--- src/rtl/ll_rx_pkg.sv ---
// ll_rx_pkg: shared types and constants for the LocalLink frame receiver.
// Holds the FSM state enum, header length and expected header fields,
// error codes, the payload limit, counter width and a header-byte lookup.
package ll_rx_pkg;
  typedef enum logic [1:0] {IDLE, HDR, PAYLOAD, DROP} state_t;
  localparam int HDR_LEN = 14;
  localparam int CNT_W = 16;
  localparam int MAX_PAYLOAD = 1420;
  localparam logic [47:0] DST_MAC = 48'hda0203040506;
  localparam logic [47:0] SRC_MAC = 48'h002b67beceaa;
  localparam logic [15:0] ETHERTYPE = 16'h0800;
  localparam logic [111:0] HDR_BYTES = {DST_MAC, SRC_MAC, ETHERTYPE};
  localparam logic [1:0] ERR_NONE = 2'd0;
  localparam logic [1:0] ERR_HDR = 2'd1;
  localparam logic [1:0] ERR_RUNT = 2'd2;
  localparam logic [1:0] ERR_OVF = 2'd3;
  // Header byte idx (0..13) on the wire, most significant byte first.
  function automatic logic [7:0] hdr_byte(input logic [3:0] idx);
    return HDR_BYTES[{4'd13 - idx, 3'b000} +: 8];
  endfunction
endpackage

--- src/rtl/ll_byte_packer.sv ---
// ll_byte_packer: packs payload bytes into 32-bit words, low byte first.
// Ports: i_valid/i_data/i_last payload byte in (i_last flushes a partial
// word, zero padded); i_clr discards an incomplete partial word;
// o_word/o_valid/o_last/o_bytes with i_ready form the output handshake;
// o_rdy is low only when a finished word waits behind a stalled output.
module ll_byte_packer (
  input  logic        clk,
  input  logic        rst,
  input  logic        i_valid,
  input  logic [7:0]  i_data,
  input  logic        i_last,
  input  logic        i_clr,
  input  logic        i_ready,
  output logic        o_rdy,
  output logic [31:0] o_word,
  output logic        o_valid,
  output logic        o_last,
  output logic [2:0]  o_bytes
);
  logic [31:0] r_stg, r_word;
  logic [2:0] r_cnt, r_bytes;
  logic r_done, r_slast, r_valid, r_last;
  logic w_free, w_move, w_cmp, w_direct;
  logic [31:0] w_bword, w_mword;
  logic [2:0] w_bcnt, w_mcnt;
  assign w_free = !r_valid || i_ready;
  // A finished staged word moves out first; the staging slot is then free.
  assign w_move = r_done && w_free;
  assign w_bword = r_done ? 32'd0 : r_stg;
  assign w_bcnt = r_done ? 3'd0 : r_cnt;
  assign w_mword = w_bword | (32'(i_data) << {w_bcnt[1:0], 3'b000});
  assign w_mcnt = w_bcnt + 3'd1;
  assign w_cmp = i_valid && (w_mcnt == 3'd4 || i_last);
  // Completing byte bypasses staging so a word appears the next cycle.
  assign w_direct = w_cmp && w_free && !w_move;
  assign o_rdy = !r_done || w_free;
  assign o_word = r_word;
  assign o_valid = r_valid;
  assign o_last = r_last;
  assign o_bytes = r_bytes;
  always_ff @(posedge clk) begin
    if (rst) begin
      {r_stg, r_cnt, r_done, r_slast} <= '0;
      {r_word, r_bytes, r_last, r_valid} <= '0;
    end else begin
      if (w_move) {r_word, r_bytes, r_last, r_valid} <= {r_stg, r_cnt, r_slast, 1'b1};
      else if (w_direct) {r_word, r_bytes, r_last, r_valid} <= {w_mword, w_mcnt, i_last, 1'b1};
      else if (i_ready) r_valid <= 1'b0;
      if (w_cmp && !w_direct) {r_stg, r_cnt, r_done, r_slast} <= {w_mword, w_mcnt, 1'b1, i_last};
      else if (i_valid && !w_cmp) {r_stg, r_cnt, r_done, r_slast} <= {w_mword, w_mcnt, 2'b00};
      else if (w_cmp || w_move || (i_clr && !r_done)) {r_stg, r_cnt, r_done, r_slast} <= '0;
    end
  end
endmodule

--- src/rtl/ll_frame_rx.sv ---
// ll_frame_rx: LocalLink receive frame consumer; checks/strips the 14-byte
// Ethernet header and emits payload as 32-bit low-byte-first words.
// Ports: clk/rst; ll_data/ll_sof/ll_eof/ll_src_rdy/ll_dst_rdy byte stream;
// word_out/word_valid/word_last/word_bytes/word_ready word stream;
// frame_done/frame_err pulses, err_code, frame_cnt/drop_cnt debug status.
// LL_RX_CHECK_MAC_EN: when defined the header is compared against the
// expected MAC/type and mismatches are dropped; otherwise it is only stripped.
module ll_frame_rx
  import ll_rx_pkg::*;
(
  input  logic             clk,
  input  logic             rst,
  input  logic [7:0]       ll_data,
  input  logic             ll_sof,
  input  logic             ll_eof,
  input  logic             ll_src_rdy,
  output logic             ll_dst_rdy,
  output logic [31:0]      word_out,
  output logic             word_valid,
  output logic             word_last,
  output logic [2:0]       word_bytes,
  input  logic             word_ready,
  output logic             frame_done,
  output logic             frame_err,
  output logic [1:0]       err_code,
  output logic [CNT_W-1:0] frame_cnt,
  output logic [CNT_W-1:0] drop_cnt
);
  state_t r_state;
  logic [3:0] r_hcnt;
  logic [10:0] r_pcnt;
  logic r_en, r_done, r_err;
  logic [1:0] r_code;
  logic [CNT_W-1:0] r_fcnt, r_dcnt;
  logic w_pk_rdy, w_acc, w_abort, w_hbyte, w_mis, w_runt, w_ovf, w_pk_valid, w_good;
  logic [3:0] w_idx;
  logic [1:0] w_nerr;
  // r_en holds ll_dst_rdy low through reset and its first following cycle.
  assign ll_dst_rdy = r_en && w_pk_rdy;
  assign w_acc = ll_src_rdy && ll_dst_rdy;
  assign w_abort = w_acc && ll_sof && (r_state == HDR || r_state == PAYLOAD);
  // Any sof outside DROP starts a header at byte 0, including an abort byte.
  assign w_hbyte = w_acc && r_state != DROP && (ll_sof || r_state == HDR);
  assign w_idx = ll_sof ? 4'd0 : r_hcnt;
`ifdef LL_RX_CHECK_MAC_EN
  assign w_mis = w_hbyte && ll_data != hdr_byte(w_idx);
`else
  assign w_mis = 1'b0;
`endif
  assign w_runt = w_hbyte && ll_eof && !w_mis;
  assign w_ovf = w_acc && r_state == PAYLOAD && !ll_sof && r_pcnt == 11'(MAX_PAYLOAD);
  assign w_pk_valid = w_acc && r_state == PAYLOAD && !ll_sof && !w_ovf;
  assign w_good = w_pk_valid && ll_eof;
  // An abort and a fault on the new frame's first byte are two dropped frames.
  assign w_nerr = {1'b0, w_abort} + {1'b0, w_mis || w_runt || w_ovf};
  always_ff @(posedge clk) begin
    if (rst) begin
      r_state <= IDLE;
      r_hcnt <= '0;
      r_pcnt <= '0;
      {r_en, r_done, r_err} <= '0;
      r_code <= ERR_NONE;
      r_fcnt <= '0;
      r_dcnt <= '0;
    end else begin
      r_en <= 1'b1;
      r_done <= w_good;
      r_err <= w_nerr != 2'd0;
      r_fcnt <= r_fcnt + CNT_W'(w_good);
      r_dcnt <= r_dcnt + CNT_W'(w_nerr);
      if (w_mis) r_code <= ERR_HDR;
      else if (w_runt) r_code <= ERR_RUNT;
      else if (w_ovf || w_abort) r_code <= ERR_OVF;
      if (w_hbyte) begin
        r_hcnt <= w_idx + 4'd1;
        r_pcnt <= '0;
        r_state <= w_mis ? (ll_eof ? IDLE : DROP) : w_runt ? IDLE :
                   (w_idx == 4'(HDR_LEN - 1)) ? PAYLOAD : HDR;
      end else if (w_ovf) r_state <= ll_eof ? IDLE : DROP;
      else if (w_pk_valid) begin
        r_pcnt <= r_pcnt + 11'd1;
        if (ll_eof) r_state <= IDLE;
      end else if (w_acc && r_state == DROP && ll_eof) r_state <= IDLE;
    end
  end
  ll_byte_packer u_pack (
    .clk     (clk),
    .rst     (rst),
    .i_valid (w_pk_valid),
    .i_data  (ll_data),
    .i_last  (ll_eof),
    .i_clr   (w_abort || w_ovf),
    .i_ready (word_ready),
    .o_rdy   (w_pk_rdy),
    .o_word  (word_out),
    .o_valid (word_valid),
    .o_last  (word_last),
    .o_bytes (word_bytes)
  );
  assign frame_done = r_done;
  assign frame_err = r_err;
  assign err_code = r_code;
  assign frame_cnt = r_fcnt;
  assign drop_cnt = r_dcnt;
endmodule

--- config.mk ---
export PLATFORM = sky130hd
export DESIGN_NAME = ll_frame_rx
export DESIGN_NICKNAME = d
export VERILOG_FILES = /design/src/rtl/ll_rx_pkg.sv /design/src/rtl/ll_byte_packer.sv /design/src/rtl/ll_frame_rx.sv
export SDC_FILE = /design/constraint.sdc
export NUM_CORES = 1
export LEC_CHECK = 0
export ABC_CLOCK_PERIOD_IN_PS = 4250
export BUFFER_PORTS_ARGS = -buffer_cell sky130_fd_sc_hd__buf_2
export CORE_MARGIN = 4
export CORE_UTILIZATION = 45
export CTS_BUF_LIST = sky130_fd_sc_hd__clkbuf_4
export DETAILED_ROUTE_END_ITERATION = 8
export GPL_ROUTABILITY_DRIVEN = 0
export PLACE_DENSITY_LB_ADDON = 0.1
export SETUP_SLACK_MARGIN = 0.1
export SYNTH_ARGS = -nofsm -noshare
export SYNTH_HDL_FRONTEND = slang
export SYNTH_SLANG_ARGS = --single-unit
--- constraint.sdc ---
create_clock -name clk -period 4.25 [get_ports clk]
set_input_delay 1.275 -clock clk [delete_from_list [all_inputs] [get_ports clk]]
set_output_delay 1.275 -clock clk [all_outputs]
set_load 0.03 [all_outputs]
After elaboration in Yosys (flattened, before gate mapping)

Index checks and enable logic that the tools add are counted.

Bits in registers: 128
Latch bits: 0
RAM bits: 0
ROM bits: 0
Bits of input ports: 14
Output and inout bits: 74
Word-level logic and storage cells: 115
Memories: 0

Add/subtract/negate cells: 6
$mul: 0
Divide/modulo/power cells: 0
Order comparisons: 0
Equal/unequal tests: 8
Shift-type cells: 1
Mux-type cells: 33
Bitwise logic cells: 2
Reductions and logical operators: 47

Operators by type and width:

| operator                | count |
|---|---|
| $mux W32                | 6 |
| $or A32 B32 Y32         | 1 |
| $shl A8 B5 Y32          | 1 |
| $logic_and A1 B1 Y1     | 21 |
| $mux W2                 | 10 |
| $mux W3                 | 6 |
| $add A16 B1 Y16         | 1 |
| $add A16 B2 Y16         | 1 |
| $add A11 B1 Y11 const B | 1 |
| $eq A11 B11 Y1 const B  | 1 |
| $mux W1                 | 10 |
| $logic_or A1 B1 Y1      | 9 |
| $logic_not A1 Y1        | 7 |
| $reduce_bool A2 Y1      | 3 |
| $reduce_bool A3 Y1      | 2 |
| $add A4 B1 Y4 const B   | 1 |
| $eq A2 B2 Y1 const B    | 2 |
| $eq A4 B4 Y1 const B    | 1 |
| $mux W4                 | 1 |
| $ne A4 B4 Y1 const B    | 1 |
| $reduce_and A2 Y1       | 2 |
| $reduce_bool A4 Y1      | 1 |
| $reduce_or A2 Y1        | 2 |
| $add A3 B1 Y3 const B   | 1 |
| 5 further kinds         | 5 |

Longest topological paths before layout

Gate-level depths: netlist of the first run.

Word-level depth: 16
Mapped depth: 14

By module

From an unflattened synthesis of the first run, not the netlist that was laid out.

Cell total of the unflattened synthesis: 719
Area, all modules: 6110.9 um2

Modules (own cells, without submodules):

| module         | times used | cells each | area an instance (um2) | sequential area each (um2) |
|---|---|---|---|---|
| ll_byte_packer | 1          | 413        | 3453.3                 | 1481.4 |
| ll_frame_rx    | 1          | 306        | 2657.5                 | 1081.0 |

Worst setup path before layout of the first run

Ideal clock, no wire load.

Path kind: in2reg
From: input port ll_sof
To: register r_dcnt[14], in the netlist drop_cnt[14]
Setup time: 0.070 ns
Data arrival time: 3.862 ns
Data required time: 4.180 ns
Slack: 0.318 ns
Stages: 13
Buffers on the path: 2
Cells stage by stage: clkbuf_1 o21ba_2 nand2_1 a21oi_1 inv_1 ha_1 ha_1 fa_1 clkbuf_1 and3_1 nand4_1 or4b_2 a21oi_1

Longest elaborated chain between the ends: 6
Elaborated cells between the ends (all ways): 11

RTL lines:

| element                                                       | RTL line                             | text |
|---|---|---|
| from (decl)                                                   | ll_frame_rx.sv:14                    | `input logic ll_sof,` |
| $logic_or A1 B1 Y1 / $logic_not A1 Y1 (equally long branches) | ll_frame_rx.sv:43, ll_frame_rx.sv:51 |  |
| $logic_and A1 B1 Y1 (on tied branches)                        | ll_frame_rx.sv:43, ll_frame_rx.sv:51 |  |
| $logic_and A1 B1 Y1 (on tied branches)                        | ll_frame_rx.sv:50, ll_frame_rx.sv:51 |  |
| $logic_or A1 B1 Y1                                            | ll_frame_rx.sv:55                    | `assign w_nerr = {1'b0, w_abort} + {1'b0, w_mis \|\| w_runt \|\| w_ovf};` |
| $add A1 B1 Y2 *                                               | ll_frame_rx.sv:55                    |  |
| $add A16 B2 Y16 *                                             | ll_frame_rx.sv:70                    | `r_dcnt <= r_dcnt + CNT_W'(w_nerr);` |
| to (signal assigned)                                          | ll_frame_rx.sv:70                    |  |
| to (decl)                                                     | ll_frame_rx.sv:34                    | `logic [CNT_W-1:0] r_fcnt, r_dcnt;` |

Every way passes the cells marked *; elsewhere a longest branch is shown, timed or not.
A chain may end at the register's enable or synchronous reset.

Worst setup path in the final report of the first run

Ends and elaborated chain as after synthesis.

==> results of run 1 <==
==> flip-flops by register name, indices dropped and copies added, names as in the netlist <==
register        flops
r_en                1
u_pack.r_slast      1
u_pack.r_cnt        3
frame_done          1
r_state             2
r_pcnt             11
err_code            2
u_pack.r_stg       32
drop_cnt           16
frame_err           1
u_pack.o_bytes      3
u_pack.o_valid      1
frame_cnt          16
u_pack.o_word      32
r_hcnt              4
u_pack.o_last       1
u_pack.r_done       1
==> cells by family (layout without fill, tap and decap cells) <==
logic type,Yosys count,after routing
adders and majority gates,16,16
and+or+nand+nor,254,254
muxes,2,2
AOI/OAI and AO/OA,178,178
buffers and inverters,89,171
xor gates and xnor gates,20,20
DFF,128,128
==> layout by cell type, fill, tap and decap left out, types with 11 or more instances in the layout <==
master,count
a31oi_1,12
buf_2,87
o21ai_0,20
or2_2,17
nand4_1,17
clkbuf_4,23
o22ai_1,35
nor2b_1,13
nand2_1,88
ha_1,15
nor2_1,31
nand3_1,21
a21oi_1,38
o221ai_2,20
buf_4,11
xor2_1,15
or4_1,20
dfxtp_1,128
and3_1,20
inv_1,41
==> routing by layer <==
layer	global-route usage, %	part of all wire [%]
met1	27.12	45
met2	34.56	47
met4	6.574	1.7
met3	6.679	5.9
met5	0	0.084
==> worst reg2reg max path, cell delays in order (launching register included) <==
cell and delay (ns):
dfxtp_1 0.37, inv_1 0.10, ha_1 0.16, nor4bb_1 0.36, nand4_1 0.26, a21oi_1 0.25, inv_1 0.07, ha_1 0.27
ha_1 0.17, fa_1 0.20, and3_1 0.16, nand4_1 0.13, or4b_2 0.65, a21oi_1 0.15
==> where the power goes <==
part	switching (mW)	total, mW	internal, mW	leakage [nW]
Clock	0.437	0.816	0.378	0.149
Combinational	0.0658	0.0922	0.0263	1.45
Sequential	0.00479	1.21	1.20	1.03
Total	0.508	2.12	1.61	2.63
==> Yosys cell counts, drive strengths merged (20+ instances only) <==
library cell / n
clkbuf: 34
dfxtp: 128
nand3: 21
or4: 21
inv: 42
o221ai: 27
and3: 20
nand2: 88
nor2: 31
o21ai: 21
o22ai: 35
a21oi: 38
==> how the worst max path moves through the flow <==
stage | slack, ns | cells past startpoint | from | to
floorplan | 0.32 | 13 | ll_sof | drop_cnt[14]$_SDFF_PP0_
global placement | 0.36 | 12 | ll_sof | drop_cnt[14]$_SDFF_PP0_
detailed placement | 0.25 | 12 | ll_sof | drop_cnt[14]$_SDFF_PP0_
CTS | 0.85 | 12 | ll_sof | drop_cnt[14]$_SDFF_PP0_
global route | 0.60 | 13 | r_pcnt[0]$_SDFFE_PP0P_ | drop_cnt[14]$_SDFF_PP0_
finish | 0.80 | 12 | ll_sof | drop_cnt[14]$_SDFF_PP0_
==> through the flow <==
step	area, sq um	utilization, %	hold WS, ns	setup WS, ns	std cells
after floorplan	6008	-	0.4401	0.3179	687
after global placement	6528	50.90	0.4528	0.3628	910
after detailed placement	6528	50.90	0.4644	0.2489	910
after CTS	6790	52.95	0.4861	0.8500	941
after global routing	6790	52.95	0.5042	0.6044	941
final	6790	52.95	0.4844	0.8038	941
==> layout make-up <==
type | instances | area (sq um)
flip-flops and latches | 128 | 2562
clock buffers | 23 | 172.7
well taps | 172 | 215.2
fillers | 1237 | 6035
multi-input cells | 470 | 3074
repair buffers | 98 | 518.0
clock inverters | 8 | 90.09
inverters | 42 | 157.7
==> results.toml, run 1 <==
[outcome]
status = "finished clean"

[global_route]
grt_pass1_vias = 5205
grt-ovfl-total = 0
grt_max_degree = 39
grt_pass1_wl_mm = 25.76
grt_usage_pct = 21.31
grt_antenna_before_repair = 1

[timing]
worstMarginPinSlew_ns = 1.098
finalCritPeriodShare_pct = 81.09
max_freq_ghz = 0.2902
setup_tns_ns = 0
hold_viol = 0
fin_skew_ns = 0.02141
min_period_ns = 3.446
maxSlewHeadroom_pct = 26.53
drv_slew = 0
setup-violations-final = 0
rsz0062_at_grt = "false"

[yosys]
synthAdderAreaFrac_pct = 3.457
seq_area_frac_synth_pct = 42.65
synth_compound_area_share_pct = 21.93
synthFlopType = "dfxtp_1"
synth_edf_count = 0
synthCells = 687
synth_area_leaders = "dfxtp_1 43%, nand2_1 5.5%, o221ai_2 5.0%, o22ai_1 3.6%, a21oi_1 3.2%"
synthMuxAreaShare_pct = 0.3332
syn-num-nets = 717
synth.distinct_cells = 57
synth_top_family_by_area = "simple AND/OR/NAND/NOR gates"
synth-simple-area-share_pct = 22.09
async_flop_share_pct = 0
yosysWarnings = 0
synth_top_area_cell = "dfxtp_1"
ys_seq_elements = 128
synth_xor_area_share_pct = 2.915
netlist_area_sq_mm = 0.006008
syn_area_per_cell_sq_um = 8.746
yosysTopAreaCellShare_pct = 42.65

[drt]
drtIter0Drc = 324
vias_per_cell = 5.709
drc = 0
vias = 5372
routed_wl_mm = 15.57
ant_nets = 0
routedWlPerCell_um = 16.54
dr.pass1.iters = 5

[clock_tree]
cts_tree = "yes"
clkTransAtPathRegs_ns = 0.12
cts_buffers = 17
cts.sink_count = 128
cts_setup_buffers = 0
htreeDepth = 4
cts_buffer_depth = 2
ctsResizeCount = 0
hold_buffers = 0
clock_latency_ns = 0.54
clockRootBuffer = "clkbuf_4"

[worst_hold_path]
min_from = "u_pack.r_slast$_SDFFE_PP0P_"
whs_path_depth = 2
hp-class = "reg -> reg"
holdPathEnd = "u_pack.r_slast$_SDFFE_PP0P_"

[worst_setup_path]
cp_slowest_cell = "or4b_2"
crit_type = "in -> reg"
crit_buf_inv = 2
critPathArrivalTime_ns = 3.93
r2r-start = "r_pcnt[0]$_SDFFE_PP0P_"
endpoint_kind = "flop"
required_ns = 4.73
path_max_fanout = 12
slowest_delay_ns = 0.65
r2r_slack_ns = 0.89
r2r-end = "drop_cnt[14]$_SDFF_PP0_"
cp-start-kind = "input port"
path_cells = "buf_2 > nor2b_1 > nand4_1 > a21oi_1 > inv_1 > ha_1 > ha_1 > fa_1 > and3_1 > nand4_1 > or4b_2 > a21oi_1"
path_delay_family = "simple AND/OR/NAND/NOR gates"
r2r.worst_path.cells = 13

[job]
cap_violations = 0

[floorplan]
die_w_um = 123.6
initial_utilization_pct = 46.85
dieArea_sq_mm = 0.01526
die_h_um = 123.6
core-area_sq_mm = 0.01282
num_rows = 41
ios = 88

[pwr]
total_power_mw = 2.117
ir_worst_vdd_mv = 0.2082
leakage_nw = 2.633
powerDensity_mw_per_mm2 = 311.8

[layout]
final_nets = 787
syn_to_final_growth_pct = 13.02
antenna_cells = 0
drive_above_1_share_pct = 22.50

[place]
hpwl_mm = 10.37
io_buffers = 87
Power figures use the tool's default switching activity.
==> inputs of run 2 (changes only) <==
--- a/config.mk
+++ b/config.mk
@@ -5,7 +5,8 @@
 export SDC_FILE = /design/constraint.sdc
 export NUM_CORES = 1
 export LEC_CHECK = 0
-export ABC_CLOCK_PERIOD_IN_PS = 4250
+export ABC_AREA = 1
+export ABC_CLOCK_PERIOD_IN_PS = 3200
 export BUFFER_PORTS_ARGS = -buffer_cell sky130_fd_sc_hd__buf_2
 export CORE_MARGIN = 4
 export CORE_UTILIZATION = 45
==> constraint.sdc (replaced) <==
create_clock -name clk -period 3.2 [get_ports clk]
set_input_delay 0.96 -clock clk [delete_from_list [all_inputs] [get_ports clk]]
set_output_delay 0.96 -clock clk [all_outputs]
set_load 0.03 [all_outputs]
==> run 2 against run 1 <==
Via count rose by 18%. Non-clock buffer count up 20. Total power is 33% higher. Register-to-register slack worse by 0.56 ns. Critical path depth down 2. Clock skew decreased by 0.0031 ns. Setup slack lost 0.47 ns. Utilization shrank 1.1 points. Count of clock-buffer cells in the layout did not move. Clock power grew 34%. Sequential share of layout area is 5.2 points lower. Largest cell class unchanged. Highest routed layer is now met4.
==> results.toml, run 2 <==
[pwr]
leakage_nw = 2.928
powerDensity_mw_per_mm2 = 356.5
ir_worst_vdd_mv = 0.2065
total_power_mw = 2.812

[timing]
rsz0062_at_grt = "false"
finalCritPeriodShare_pct = 89.69
max_freq_ghz = 0.3484
hold_viol = 0
setup-violations-final = 0
maxSlewHeadroom_pct = 48.41
drv_slew = 0
worstMarginPinSlew_ns = 0.7738
fin_skew_ns = 0.01833
min_period_ns = 2.870

[clock_tree]
cts_setup_buffers = 0
cts_buffers = 17
cts_tree = "yes"
hold_buffers = 0
cts.sink_count = 128
cts_buffer_depth = 2
ctsResizeCount = 0
clock_latency_ns = 0.53
clkTransAtPathRegs_ns = 0.11
clockRootBuffer = "clkbuf_4"
htreeDepth = 4

[worst_setup_path]
required_ns = 3.67
r2r_slack_ns = 0.33
r2r-end = "u_pack.o_last$_SDFFE_PP0P_"
crit_type = "reg -> reg"
r2r-start = "u_pack.r_done$_SDFFE_PP0P_"
path_delay_family = "simple AND/OR/NAND/NOR gates"
slowest_delay_ns = 0.50
cp-start-kind = "flop"
critPathArrivalTime_ns = 3.34
endpoint_kind = "flop"
r2r.worst_path.cells = 10
cp_slowest_cell = "nand2_4"
path_max_fanout = 51
crit_buf_inv = 2
path_cells = "buf_4 > nor2_2 > ha_1 > ha_1 > nor2_2 > inv_2 > nand4_4 > nand2_4 > nand2_1 > a21oi_1"

[global_route]
grt_pass1_wl_mm = 30.16
grt_max_degree = 82
grt-ovfl-total = 0
grt_pass1_vias = 6133
grt_antenna_before_repair = 1
grtUsageMet1_pct = 26.07
grt.busiest_layer = "met2"
grt_usage_pct = 20.87
met2_usage_pct = 34.91
met3_usage_pct = 5.229

[drt]
drtIter0Drc = 543
routedWlPerCell_um = 15.92
vias_per_cell = 5.481
routed_wl_mm = 18.37
vias = 6325
drc = 0
ant_nets = 0
dr.pass1.iters = 5

[floorplan]
dieArea_sq_mm = 0.01753
ios = 88
initial_utilization_pct = 45.80
die_h_um = 132.4
num_rows = 45
core-area_sq_mm = 0.01520
die_w_um = 132.4

[yosys]
seq_area_frac_synth_pct = 36.80
netlist_area_sq_mm = 0.006963
synthFlopType = "dfxtp_1"
synth_edf_count = 0
synth.distinct_cells = 47
yosysMostFrequentCell = "dfxtp_1"
yosysTopAreaCellShare_pct = 36.80
yosysWarnings = 0
synth_top_area_cell = "dfxtp_1"
synth_area_leaders = "dfxtp_1 37%, nand2_1 6.6%, a21oi_2 5.0%, a21oi_1 4.7%, nand3_2 4.7%"
synthTopCellsByCount = "128 x dfxtp_1, 122 x nand2_1, 85 x inv_1"
syn_area_per_cell_sq_um = 8.003
syn-num-nets = 900
async_flop_share_pct = 0
ys_seq_elements = 128
synthCells = 870

[layout]
stdcell_count = 1154
drive_above_1_share_pct = 28.91
final_cell_mix = "126 x dfxtp_1, 118 x nand2_1, 86 x buf_2, 84 x inv_1, 66 x a21oi_1"
final_nets = 982
layout_commonest_cell = "dfxtp_1"
syn_to_final_growth_pct = 13.30

[worst_hold_path]
holdPathEnd = "u_pack.r_stg[17]$_SDFFE_PP0P_"
min_from = "u_pack.r_stg[17]$_SDFFE_PP0P_"
whs_path_depth = 2
hp-class = "reg -> reg"

[job]
cap_violations = 0

[place]
io_buffers = 87
place_inst = 1121
hpwl_mm = 12.45

[outcome]
status = "finished clean"
## run 2: cell count changes after synthesis, moves of 15 or more
| cell | before | now |
|---|---|---|
| a21oi_1 | 38 | 66 |
| a21oi_2 | 0 | 40 |
| and3_1 | 20 | 2 |
| inv_1 | 41 | 85 |
| nand2_1 | 88 | 122 |
| nand2_2 | 0 | 15 |
| nand3_1 | 21 | 56 |
| nand3_2 | 0 | 33 |
| nor2_1 | 31 | 46 |
| o21bai_1 | 0 | 25 |
| o221ai_2 | 20 | 0 |
| o311ai_0 | 0 | 23 |
| or2_2 | 17 | 1 |
| or4_1 | 20 | 0 |
## run 2: logic make-up (layout without fill, tap and decap cells)
kind of cell / Yosys count / after routing / synth area share, %
xor+xnor: 9 / 9 / 1.132
other cells: 0 / 1 / 0
fa+ha+maj: 16 / 16 / 2.983
buf+inv: 154 / 249 / 10.55
compound gates: 243 / 243 / 23.22
flops: 128 / 128 / 36.80
simple gates: 320 / 320 / 25.32
## run 2: area by class of cell
cell class | count | area, sq um
diodes | 1 | 2.502
well taps | 188 | 235.2
fillers | 1490 | 7313
clock inverters | 9 | 91.34
clock buffers | 23 | 172.7
multi-input cells | 588 | 3715
repair buffers | 118 | 720.7
flip-flops and latches | 128 | 2565
inverters | 99 | 386.6
## run 2: layer usage
| metal | up-vias | part of all wire [%] |
|---|---|---|
| met5 | - | 0 |
| met4 | 0 | 2.0 |
| met3 | 26 | 4.5 |
| met2 | 140 | 49 |
| met1 | 2994 | 44 |
| li1 | 3165 | - |
## run 2: worst reg2reg max path, stage by stage, from the launching register on
cell and delay (ns):
dfxtp_2 0.38, buf_4 0.30, nor2_2 0.40, ha_1 0.23
ha_1 0.18, nor2_2 0.05, inv_2 0.08, nand4_4 0.30
nand2_4 0.50, nand2_1 0.23, a21oi_1 0.17
## run 2: power by group
part	switching, mW	internal, mW	total [mW]	leakage, nW
clock network	0.585	0.504	1.09	0.154
logic	0.0875	0.0352	0.123	1.74
registers	0.00392	1.60	1.60	1.03
total	0.677	2.14	2.81	2.93
## run 2: how the worst max path moves through the flow
| stage | cells past startpoint | from | endpoint | slack, ns |
|---|---|---|---|---|
| 2_1_floorplan | 20 | word_ready | drop_cnt[14]$_SDFF_PP0_ | 0.05 |
| 3_3_place_gp | 20 | word_ready | drop_cnt[14]$_SDFF_PP0_ | -0.08 |
| 3_5_place_dp | 20 | word_ready | drop_cnt[14]$_SDFF_PP0_ | -0.15 |
| 4_1_cts | 21 | r_pcnt[0]$_SDFFE_PP0P_ | drop_cnt[14]$_SDFF_PP0_ | 0.29 |
| 5_1_grt | 10 | u_pack.r_done$_SDFFE_PP0P_ | u_pack.o_last$_SDFFE_PP0P_ | 0.12 |
| 6_report | 10 | u_pack.r_done$_SDFFE_PP0P_ | u_pack.o_last$_SDFFE_PP0P_ | 0.33 |
## run 2: per-stage QoR
stage               hold slack, ns  util (%)  setup TNS [ns]  setup slack [ns]  cell area [sq um]
finish                      0.4805     51.89               0            0.3299               7889
global route                0.4941     51.89               0            0.1220               7889
CTS                         0.4791     51.74               0            0.2868               7866
detailed placement          0.4625     50.01         -0.3629           -0.1454               7602
global placement            0.4585     50.01         -0.1766          -0.08500               7602
floorplan                   0.4508         -               0           0.04643               7012
==> inputs of run 3 (changes only) <==
--- a/config.mk
+++ b/config.mk
@@ -13,7 +13,7 @@
 export CTS_BUF_LIST = sky130_fd_sc_hd__clkbuf_4
 export DETAILED_ROUTE_END_ITERATION = 8
 export GPL_ROUTABILITY_DRIVEN = 0
-export PLACE_DENSITY_LB_ADDON = 0.1
+export PLACE_DENSITY = 0.67
 export SETUP_SLACK_MARGIN = 0.1
 export SYNTH_ARGS = -nofsm -noshare
 export SYNTH_HDL_FRONTEND = slang
==> run 3 against run 2 <==
Worst hold slack worse by 0.0039 ns. Largest power group unchanged. Utilization rose by 0.091 points. Combinational power about the same. Highest routed layer unchanged.
==> results.toml, run 3 (synthesis gave the netlist of run 2 again) <==
[worst_setup_path]
cp_common_cell = "nand2_2"
path_cells = "inv_2 > ha_1 > nand2_2 > nor2_4 > inv_2 > nor2_8 > nand2_2 > nand2_2 > inv_1 > ha_1 > ha_2 > fa_2 > nand2_1 > nor2_2 > nand2_1 > nor3_2 > buf_4 > nand3_1 > o21ai_0 > a21oi_1"
r2r_slack_ns = 0.36
cp_num_cells = 20
cp-start-kind = "flop"
crit_buf_inv = 4
path_max_fanout = 4
critPathArrivalTime_ns = 3.31
crit_type = "reg -> reg"
slowest_delay_ns = 0.35
endpoint_kind = "flop"
path_delay_family = "simple AND/OR/NAND/NOR gates"
r2r-start = "r_pcnt[0]$_SDFFE_PP0P_"
cp_slowest_cell = "dfxtp_2"
r2r-end = "drop_cnt[12]$_SDFF_PP0_"
required_ns = 3.67
r2r.worst_path.cells = 20
critPathCapture = "drop_cnt[12]$_SDFF_PP0_"
critPathLaunch = "r_pcnt[0]$_SDFFE_PP0P_"

[timing]
maxSlewHeadroom_pct = 48.58
hold_viol = 0
rsz0062_at_grt = "false"
setup-violations-final = 0
worstMarginPinSlew_ns = 0.7713
timing.hold.ws_ns = 0.4766
finalCritPeriodShare_pct = 88.71
fin_skew_ns = 0.01486
max_freq_ghz = 0.3523
min_period_ns = 2.839
drv_slew = 0

[floorplan]
die_w_um = 132.4
num_rows = 45
core-area_sq_mm = 0.01520
die_h_um = 132.4
dieArea_sq_mm = 0.01753
initial_utilization_pct = 45.80
ios = 88

[drt]
vias_per_cell = 5.393
dr.pass1.iters = 5
routed_wl_mm = 17.51
vias = 6191
routedWlPerCell_um = 15.25
drc = 0
drtIter0Drc = 418
ant_nets = 0

[place]
io_buffers = 87
hpwl_mm = 11.68
place_inst = 1116

[clock_tree]
htreeDepth = 4
cts_buffers = 17
clockRootBuffer = "clkbuf_4"
ctsResizeCount = 0
cts_tree = "yes"
hold_buffers = 0
cts.sink_count = 128
cts_buffer_depth = 2
clkTransAtPathRegs_ns = 0.12
clock_latency_ns = 0.57
cts_setup_buffers = 0

[layout]
drive_above_1_share_pct = 28.44
multi_input_area_sq_mm = 0.003711
syn_to_final_growth_pct = 13.50
antenna_cells = 0
final_cell_mix = "126 x dfxtp_1, 119 x nand2_1, 86 x buf_2, 84 x inv_1, 66 x a21oi_1"
fill_cells = 1512
final_nets = 977
stdcell_count = 1148
layout_commonest_cell = "dfxtp_1"
seqCellArea_sq_mm = 0.002565

[global_route]
grt_antenna_before_repair = 0
grt_pass1_vias = 5618
grt_usage_pct = 19.83
grt-ovfl-total = 0
grt_pass1_wl_mm = 28.86
grt_max_degree = 79

[outcome]
status = "finished clean"

[pwr]
powerDensity_mw_per_mm2 = 378.7
ir_worst_vdd_mv = 0.1992
leakage_nw = 2.901
total_power_mw = 2.993

[job]
cap_violations = 0

[worst_hold_path]
hp-class = "reg -> reg"
-- run 3: layout make-up --
class	instances	area share, %
multi-input cells	588	46.96
flip-flops and latches	128	32.46
repair buffers	113	8.645
inverters	99	4.892
well taps	188	2.977
clock inverters	14	2.359
clock buffers	18	1.710
-- run 3: routing by layer --
layer  share of wire (%)  vias up  global-route usage (%)
li1                    -     3159                       -
met1                  48     2861                   28.12
met2                  45      155                   30.15
met3                 5.7       16                   5.153
met4                 1.3        0                   4.965
met5                   0        -                       0
-- run 3: worst min path at each step --
| stage | start | endpoint | depth (start not counted) | slack, ns |
|---|---|---|---|---|
| after CTS | u_pack.r_stg[14]$_SDFFE_PP0P_ | u_pack.r_stg[14]$_SDFFE_PP0P_ | 2 | 0.48 |
| after detailed placement | u_pack.r_stg[14]$_SDFFE_PP0P_ | u_pack.r_stg[14]$_SDFFE_PP0P_ | 2 | 0.46 |
| after global routing | u_pack.r_stg[18]$_SDFFE_PP0P_ | u_pack.r_stg[18]$_SDFFE_PP0P_ | 2 | 0.49 |
| final | u_pack.r_stg[14]$_SDFFE_PP0P_ | u_pack.r_stg[14]$_SDFFE_PP0P_ | 2 | 0.48 |
| after floorplan | u_pack.r_stg[10]$_SDFFE_PP0P_ | u_pack.r_stg[10]$_SDFFE_PP0P_ | 2 | 0.45 |
| after global placement | u_pack.r_stg[8]$_SDFFE_PP0P_ | u_pack.r_stg[8]$_SDFFE_PP0P_ | 2 | 0.46 |
-- run 3: power by group --
| group | switching [mW] | internal [mW] | total, mW | leakage [nW] |
|---|---|---|---|---|
| Clock | 0.643 | 0.628 | 1.27 | 0.166 |
| Combinational | 0.0864 | 0.0340 | 0.120 | 1.70 |
| Sequential | 0.00376 | 1.60 | 1.60 | 1.03 |
-- run 3: metrics by stage --
step	utilization (%)	TNS [ns]	setup slack, ns	cell area [sq um]
4_1_cts	51.88	0	0.1985	7886
2_1_floorplan	-	0	0.04643	7012
3_3_place_gp	49.76	-0.1182	-0.06573	7565
6_report	51.98	0	0.3612	7903
5_1_grt	51.98	0	0.09929	7903
3_5_place_dp	49.76	-0.3464	-0.1413	7565
-- run 3: tightest hold or removal path: cells and delay by family, from the launching register on --
| kind | cells | cell delay, ns |
|---|---|---|
| flip-flops | 1 | 0.34 |
| AND/OR/NAND/NOR | 1 | 0.07 |
| AO/OA/AOI/OAI | 1 | 0.04 |
